<file path="src/rtl/pipe_hazard_ctrl.sv">
// Hazard, stall and forwarding sequencer for a 5-stage pipeline, with a small wait/drain/halt FSM.
// Optional performance counters are built when PIPE_PERF_CNT_EN is defined.
//
// state    | meaning
// ---------+-----------------------------------------------------------
// RUN      | normal issue; branch flush, load-use bubble, halt entry
// MEM_WAIT | data memory busy, whole pipe frozen, wait counter running
// DRAIN    | halt seen, front end frozen, back end retiring older ops
// HALTED   | everything frozen until reset
module pipe_hazard_ctrl #(
  parameter int unsigned WAIT_MAX     = 15,
  parameter int unsigned DRAIN_CYCLES = 3
) (
  input  logic        clk,
  input  logic        rst,
  input  logic [4:0]  id_rs1,
  input  logic [4:0]  id_rs2,
  input  logic        id_use_rs1,
  input  logic        id_use_rs2,
  input  logic        id_halt,
  input  logic [4:0]  ex_rs1,
  input  logic [4:0]  ex_rs2,
  input  logic [4:0]  ex_rd,
  input  logic        ex_memread,
  input  logic [4:0]  mem_rd,
  input  logic        mem_regwrite,
  input  logic [4:0]  wb_rd,
  input  logic        wb_regwrite,
  input  logic        br_taken,
  input  logic        dmem_busy,
  output logic        pc_we,
  output logic        if_id_we,
  output logic        id_ex_we,
  output logic        ex_mem_we,
  output logic        mem_wb_we,
  output logic        if_id_flush,
  output logic        id_ex_flush,
  output logic        ex_mem_flush,
  output logic [1:0]  fwd_a,
  output logic [1:0]  fwd_b,
  output logic [1:0]  state,
  output logic        halted,
  output logic        mem_timeout,
  output logic [31:0] stall_cnt,
  output logic [31:0] flush_cnt
);

  typedef enum logic [1:0] {
    S_RUN      = 2'd0,
    S_MEM_WAIT = 2'd1,
    S_DRAIN    = 2'd2,
    S_HALTED   = 2'd3
  } state_t;

  localparam logic [7:0] LP_WAIT_MAX   = 8'(WAIT_MAX);
  localparam logic [2:0] LP_DRAIN_LAST = 3'(DRAIN_CYCLES - 1);

  state_t     r_state, w_state_nxt;
  logic [7:0] r_wait_cnt, w_wait_nxt, w_wait_inc;
  logic [2:0] r_drain_cnt, w_drain_nxt;
  logic       r_mem_timeout, w_timeout_set;
  logic       w_load_use;

  // Run-rule results, reused when MEM_WAIT releases and when a branch cancels DRAIN
  logic [4:0] w_run_en;
  logic [2:0] w_run_fl;
  state_t     w_run_nxt;

  always_comb begin
    fwd_a = 2'b00;
    if (mem_regwrite && (mem_rd != 5'd0) && (mem_rd == ex_rs1))
      fwd_a = 2'b10;
    else if (wb_regwrite && (wb_rd != 5'd0) && (wb_rd == ex_rs1))
      fwd_a = 2'b01;
  end

  always_comb begin
    fwd_b = 2'b00;
    if (mem_regwrite && (mem_rd != 5'd0) && (mem_rd == ex_rs2))
      fwd_b = 2'b10;
    else if (wb_regwrite && (wb_rd != 5'd0) && (wb_rd == ex_rs2))
      fwd_b = 2'b01;
  end

  assign w_load_use = ex_memread && (ex_rd != 5'd0) &&
                      ((id_use_rs1 && (id_rs1 == ex_rd)) ||
                       (id_use_rs2 && (id_rs2 == ex_rd)));

  assign w_wait_inc = (r_wait_cnt == 8'hFF) ? 8'hFF : r_wait_cnt + 8'd1;

  always_comb begin
    w_run_en  = 5'b11111;
    w_run_fl  = 3'b000;
    w_run_nxt = S_RUN;
    if (br_taken) begin
      w_run_fl = 3'b111;
    end else if (w_load_use) begin
      w_run_en = 5'b00111;
      w_run_fl = 3'b010;
    end else if (id_halt) begin
      w_run_en  = 5'b00111;
      w_run_fl  = 3'b010;
      w_run_nxt = S_DRAIN;
    end
  end

  always_comb begin
    w_state_nxt   = r_state;
    w_wait_nxt    = r_wait_cnt;
    w_drain_nxt   = r_drain_cnt;
    w_timeout_set = 1'b0;
    {pc_we, if_id_we, id_ex_we, ex_mem_we, mem_wb_we} = 5'b00000;
    {if_id_flush, id_ex_flush, ex_mem_flush}           = 3'b000;
    case (r_state)
      S_RUN, S_MEM_WAIT: begin
        if (dmem_busy) begin
          w_state_nxt   = S_MEM_WAIT;
          w_wait_nxt    = (r_state == S_RUN) ? 8'd1 : w_wait_inc;
          w_timeout_set = (w_wait_nxt >= LP_WAIT_MAX);
        end else begin
          {pc_we, if_id_we, id_ex_we, ex_mem_we, mem_wb_we} = w_run_en;
          {if_id_flush, id_ex_flush, ex_mem_flush}           = w_run_fl;
          w_state_nxt = w_run_nxt;
          w_wait_nxt  = 8'd0;
          w_drain_nxt = 3'd0;
        end
      end
      S_DRAIN: begin
        if (dmem_busy) begin
          w_state_nxt = S_DRAIN;
        end else if (br_taken) begin
          // Older taken branch wins: the halt was on the wrong path
          {pc_we, if_id_we, id_ex_we, ex_mem_we, mem_wb_we} = w_run_en;
          {if_id_flush, id_ex_flush, ex_mem_flush}           = w_run_fl;
          w_state_nxt = S_RUN;
          w_drain_nxt = 3'd0;
        end else begin
          {pc_we, if_id_we, id_ex_we, ex_mem_we, mem_wb_we} = 5'b00111;
          {if_id_flush, id_ex_flush, ex_mem_flush}           = 3'b010;
          w_drain_nxt = r_drain_cnt + 3'd1;
          if (r_drain_cnt == LP_DRAIN_LAST)
            w_state_nxt = S_HALTED;
        end
      end
      S_HALTED: begin
        w_state_nxt = S_HALTED;
      end
      default: begin
        w_state_nxt = S_RUN;
      end
    endcase
  end

  always_ff @(posedge clk or posedge rst) begin
    if (rst) begin
      r_state       <= S_RUN;
      r_wait_cnt    <= 8'd0;
      r_drain_cnt   <= 3'd0;
      r_mem_timeout <= 1'b0;
    end else begin
      r_state     <= w_state_nxt;
      r_wait_cnt  <= w_wait_nxt;
      r_drain_cnt <= w_drain_nxt;
      if (w_timeout_set)
        r_mem_timeout <= 1'b1;
    end
  end

  assign state       = r_state;
  assign halted      = (r_state == S_HALTED);
  assign mem_timeout = r_mem_timeout;

`ifdef PIPE_PERF_CNT_EN
  logic [31:0] r_stall_cnt, r_flush_cnt;
  logic        w_stall, w_br_flush;

  assign w_stall    = ((r_state == S_RUN) || (r_state == S_MEM_WAIT)) && !pc_we;
  assign w_br_flush = br_taken && !dmem_busy && (r_state != S_HALTED);

  always_ff @(posedge clk or posedge rst) begin
    if (rst) begin
      r_stall_cnt <= 32'd0;
      r_flush_cnt <= 32'd0;
    end else begin
      if (w_stall)
        r_stall_cnt <= r_stall_cnt + 32'd1;
      if (w_br_flush)
        r_flush_cnt <= r_flush_cnt + 32'd1;
    end
  end

  assign stall_cnt = r_stall_cnt;
  assign flush_cnt = r_flush_cnt;
`else
  assign stall_cnt = 32'd0;
  assign flush_cnt = 32'd0;
`endif

endmodule

</file>
<file path="config.mk">
export PLATFORM = sky130hd
export DESIGN_NAME = pipe_hazard_ctrl
export DESIGN_NICKNAME = d
export VERILOG_FILES = /design/src/rtl/pipe_hazard_ctrl.sv
export SDC_FILE = /design/constraint.sdc
export NUM_CORES = 1
export LEC_CHECK = 0
export ABC_AREA = 1
export CAP_MARGIN = 30
export CORE_MARGIN = 3
export CORE_UTILIZATION = 45
export CTS_BUF_LIST = sky130_fd_sc_hd__clkbuf_8 sky130_fd_sc_hd__clkbuf_16
export DETAILED_ROUTE_END_ITERATION = 8
export DONT_BUFFER_PORTS = 1
export PLACE_DENSITY = 0.68
export REMOVE_ABC_BUFFERS = 1
export SLEW_MARGIN = 40
export SYNTH_ARGS = -nofsm -noshare
export SYNTH_HDL_FRONTEND = slang
export SYNTH_SLANG_ARGS = --single-unit
export TNS_END_PERCENT = 20
</file>
<file path="constraint.sdc">
create_clock -name clk -period 3.4 [get_ports clk]
set_clock_uncertainty 0.05 [all_clocks]
set_input_delay 0.68 -clock clk [delete_from_list [all_inputs] [get_ports clk]]
set_output_delay 0.68 -clock clk [all_outputs]
set_load 0.02 [all_outputs]
</file>
==> metrics.cfg, run 1 <==
[timing]
max_slew.worst_pin.slew_ns=0.638
setup_viol=0
final.period_utilization_pct=78.1
rsz0062_at_grt=false
slew_headroom_pct=57.1
max_freq_ghz=0.377
final-hold-violation-count=0
min_period_ns=2.66
finalSetupTns_ns=0
drv_slew=0

[detailed_routing]
drtAntennaViolNets=0
via_per_inst=4.48
routed_wl_um=3810
num_vias=1509
firstDrtPassIters=4
drtIter0Drc=55
wl_per_cell_um=11.3
route.detailed.drc=0

[cells_and_area]
area_delta_synth_final_pct=-8.50
final_cell_mix=66 x nand2_1, 64 x conb_1, 29 x inv_1
diodes=0
final_layout_size_suffix_gt1_share_pct=9.06
nets=337
final_common_cell=nand2_1

[floorplanning]
rows=23
core_area_um2=4060
initial_utilization_pct=47.1
die_w_um=71.2
die_h_um=71.2
ioPinCount=125
die-area_um2=5070

[global_route]
grt_max_degree=15
grt_pass1_wl_um=5760
grt_use_total_pct=14.2
antenna_found_initial=0
grt_overflow_total=0
grt_pass1_vias=1318

[critical_path]
rr_worst_depth=7
cp.required_ns=2.67
reg2reg_from=state[1]
cp-end-kind=output port
crit_fanout=10
crit_type=register to output port
worstPathArrival_ns=1.93
r2r_slack_ns=1.76
timing.critical_path.from_type=register
worst_r2r_endpoint=r_drain_cnt[0]

[outcome]
status=finished, final reports clean

[clocking]
cts_setup_buffers=0
numCtsBuffers=3
clkTransAtPathRegs_ns=0.06
worstSkewPairLatency_ns=0.25
root_buffer=clkbuf_8
cts_buffer_depth=2
cts_tree=built
holdBufCountCts=0
cts_sinks=14
htree_levels=1
post_cts_resized=0

[run]
drv_cap=0

[worst_hold_path]
hp-class=primary input to asynchronous set/reset pin

[yosys]
synth_top_family_by_area=buffers and inverters
synth-xor-area-share_pct=9.61
synth_area_um2=1910
synthAdderAreaFrac_pct=1.96
synth-seq-cells=14
muxShareOfSynthArea_pct=0
yosys.area_share.simple_pct=29.1
synth_compound_area_share_pct=6.47
ys_warn_count=0
syn_avg_cell_area_um2=6.64
synth_cell_types=28
syn_inst=288
synth-seq-area-share_pct=18.3

[placed_design]
gp_congestion=0.789
hpwlAfterDp_um=3300
port_buffers=0

[power_and_ir_drop]
power.static_leakage_nw=0.983
ir_drop_mv=0.152
total_power_uw=701
cellPowerDensity_nw_per_um2=401

==> cell families after synthesis <==
logic type / count (synthesis)
DFF: 14
and+or+nand+nor: 121
buffers and inverters: 106
other: 1
adders and majority gates: 3
AOI/OAI and AO/OA: 22
xor gates and xnor gates: 21
==> Yosys cell counts <==
cell       n  area (um^2)
nand2_1   66          248
nor2_1    21         78.8
o22ai_1    3         18.8
or2_0      1         6.26
a21oi_1    2         10.0
xnor2_1   11         96.3
o21bai_1   1         7.51
nor2_2     5         31.3
nand2_4    1         11.3
xor2_1    10         87.6
o21ai_1    7         35.0
nor4_2     2         25.0
a31oi_1    1         6.26
ha_1       3         37.5
buf_4     69          518
nand3_2    3         30.0
o21ai_0    6         30.0
inv_2      8         30.0
dfrtp_1   14          350
nor3_1     2         10.0
inv_1     29          109
o31ai_1    1         7.51
nand3_1   11         55.1
nand2_2    1         6.26
conb_1     1         3.75
a22o_1     1         8.76
nor2_4     1         11.3
nand4_1    7         43.8
==> worst max-delay path, stage by stage (launching register included) <==
cell and delay [ns]:
dfrtp_1 0.56, nand2_1 0.18, inv_1 0.14, nor2_2 0.10, buf_4 0.24, inv_1 0.11, o21bai_1 0.18, inv_1 0.17
==> power breakdown <==
part	internal [mW]	switching [mW]
combinational	0.0763	0.226
sequential	0.195	0.0665
clock	0.0784	0.0587
total	0.350	0.352
==> through the flow <==
step           utilization, %  std cells  setup WS, ns  hold slack, ns  instance area [um^2]
2_1_floorplan               -        282         0.598           0.432                  1630
3_3_place_gp             42.1        334         0.978           0.461                  1710
3_5_place_dp             42.1        334         0.977           0.469                  1710
4_1_cts                  43.1        337         0.722           0.341                  1750
5_1_grt                  43.1        337         0.610           0.355                  1750
6_report                 43.1        337         0.744           0.321                  1750
==> final cells by class <==
class                           count  area [um^2]
Clock buffer                        3         41.3
Fill cell                         442         2310
Inverter                           37          139
Multi-Input combinational cell    231         1140
Sequential cell                    14          350
Tap cell                           50         62.6
Timing Repair Buffer                2         15.0
==> worst max path at each step <==
stage | start | endpoint | slack [ns] | cells after the start
CTS | state[1] | id_ex_flush | 0.72 | 7
global route | state[1] | id_ex_flush | 0.61 | 7
finish | state[1] | id_ex_flush | 0.74 | 7
global placement | mem_rd[3] | fwd_b[0] | 0.98 | 3
floorplan | state[1] | ex_mem_flush | 0.60 | 5
detailed placement | mem_rd[3] | fwd_b[0] | 0.98 | 3
==> per-layer routing <==
layer	wire (um)	track usage [%]	vias up
li1	-	-	761
met1	1390	16.2	659
met2	1940	25.0	87
met3	454	5.11	2
met4	23	3.55	0
met5	0	0	-
==> registers in the layout, indices dropped and copies added, names as in the netlist <==
register     cells
r_wait_cnt       8
r_drain_cnt      3
state            2
mem_timeout      1
Note: power is estimated with default switching activity, not from simulation.
==> run 2: changes to the inputs <==
- PLACE_DENSITY: 0.68 -> 0.7
- clock period: 3.4 -> 2.4 ns (I/O delays scaled with it)
==> run 2 against run 1 <==
Via count increased by 1.2%. Combinational power increased by 73%. Critical endpoint unchanged. Clock power increased by 69%.
==> metrics.cfg, run 2 (synthesis gave the netlist of run 1 again) <==
[detailed_routing]
num_vias=1527  ; was 1509
via_per_inst=4.46  ; was 4.48
wl_per_cell_um=11.4  ; was 11.3 um
wl_met2_um=1990  ; was 1940 um
drtAntennaViolNets=0  ; unchanged
top_layer_used=met4  ; unchanged
firstDrtPassIters=4  ; unchanged
drt-met1-wl_um=1450  ; was 1390 um
drtIter0Drc=41  ; was 55
wl_met3_um=420  ; was 454 um
routed_wl_um=3910  ; was 3810 um
route.detailed.drc=0  ; unchanged

[timing]
max_freq_ghz=0.508
drv_slew=0  ; unchanged
worst_hold_slack_ns=0.108  ; was 0.321 ns
final-hold-violation-count=0  ; unchanged
slew_headroom_pct=64.1  ; was 57.1%
final.period_utilization_pct=82.0
max_slew.worst_pin.slew_ns=0.538  ; was 0.638 ns
setup_viol=0  ; unchanged
rsz0062_at_grt=false  ; unchanged
min_period_ns=1.97

[global_route]
grt_overflow_total=0  ; unchanged
grt_pass1_wl_um=6080  ; was 5760 um
grt_max_degree=15  ; unchanged
grt_use_total_pct=15.0  ; was 14.2%
grt_pass1_vias=1426  ; was 1318
antenna_found_initial=0  ; unchanged

[floorplanning]
ioPinCount=125  ; unchanged
die_h_um=71.2  ; unchanged
core_area_um2=4060  ; unchanged
rows=23  ; unchanged
die-area_um2=5070  ; unchanged
die_w_um=71.2  ; unchanged
initial_utilization_pct=47.1  ; unchanged

[clocking]
worstSkewPairLatency_ns=0.25  ; about the same
post_cts_resized=0  ; unchanged
cts_buffer_depth=2  ; unchanged
cts_sinks=14  ; unchanged
cts_tree=built  ; unchanged
htree_levels=1  ; unchanged
holdBufCountCts=0  ; unchanged
numCtsBuffers=3  ; unchanged
clkTransAtPathRegs_ns=0.06  ; about the same
root_buffer=clkbuf_8  ; unchanged
cts_setup_buffers=0  ; unchanged

[cells_and_area]
final_cell_mix=66 x nand2_1, 64 x conb_1, 29 x inv_1  ; unchanged
final_common_cell=nand2_1  ; unchanged
final_cells=342  ; was 337
final_layout_size_suffix_gt1_share_pct=10.6  ; was 9.06%
multi_input_area_um2=1140  ; unchanged
final_util_pct=44.2  ; was 43.1%
regMostFlops=r_wait_cnt  ; unchanged
area_delta_synth_final_pct=-6.21  ; was -8.50%
diodes=0  ; unchanged
nets=341  ; was 337
seq_area_um2=350  ; unchanged
num-fill-cells=430  ; was 442
largest_reg_flops=8  ; unchanged

[power_and_ir_drop]
ir_drop_mv=0.384  ; was 0.152 mV
cellPowerDensity_nw_per_um2=599  ; was 401 nW/um^2
total_power_mw=1.08  ; was 701 uW
power.static_leakage_nw=1.01  ; was 0.983 nW

[critical_path]
crit_type=register to output port  ; unchanged
timing.critical_path.from_type=register  ; unchanged
crit_fanout=4  ; was 10
worstPathArrival_ns=1.44  ; was 1.93 ns
cp-end-kind=output port  ; unchanged
cp.required_ns=1.87  ; was 2.67 ns

[outcome]
status=finished, final reports clean  ; unchanged

[run]
drv_cap=0  ; unchanged

[placed_design]
placed_cells=338  ; was 334
hpwlAfterDp_um=3360  ; was 3300 um
gp_congestion=0.833  ; was 0.789
port_buffers=0  ; unchanged

[worst_hold_path]
hp-class=primary input to asynchronous set/reset pin  ; unchanged

-- run 2: worst paths after layout --
check                      cells past startpoint        endpoint  slack (ns)            from
hold / removal                                 1   r_wait_cnt[2]        0.11             rst
min in group clk                               2        state[1]        0.32       dmem_busy
hold reg to reg                                2  r_drain_cnt[1]        0.48  r_drain_cnt[1]
setup / recovery                               6     id_ex_flush        0.43        state[1]
max in group asynchronous                      1   r_wait_cnt[7]        1.83             rst
setup reg to reg                              11     mem_timeout        0.90   r_wait_cnt[0]
-- run 2: critical path, stage by stage (launching register included) --
cell and delay, ns:
dfrtp_1 0.40, nand2_1 0.12, inv_1 0.14, nor2_2 0.13
inv_1 0.08, o21bai_1 0.15, inv_1 0.17
-- run 2: metrics by stage --
stage	TNS (ns)	cell area [um^2]	setup slack, ns
global route	0	1790	0.313
finish	0	1790	0.431
floorplan	-0.405	1630	-0.202
global placement	0	1740	0.461
CTS	0	1790	0.418
detailed placement	0	1740	0.459
-- run 2: final cells by class --
| type | instances | share of cell area (%) |
|---|---|---|
| Multi-Input combinational cell | 231 | 63.7 |
| Sequential cell | 14 | 19.5 |
| Inverter | 37 | 7.74 |
| Tap cell | 50 | 3.49 |
| Clock buffer | 4 | 3.07 |
| Timing Repair Buffer | 6 | 2.51 |
-- run 2: per-layer routing --
layer  GRT usage [%]  vias up
met2            26.5       88
li1                -      769
met5               0        -
met3            4.97        4
met4            6.68        0
met1            16.1      666
-- run 2: report_power, final --
part           internal, mW  switching [mW]
logic                 0.131           0.392
clock network         0.145          0.0866
registers             0.277          0.0430
total                 0.554           0.522
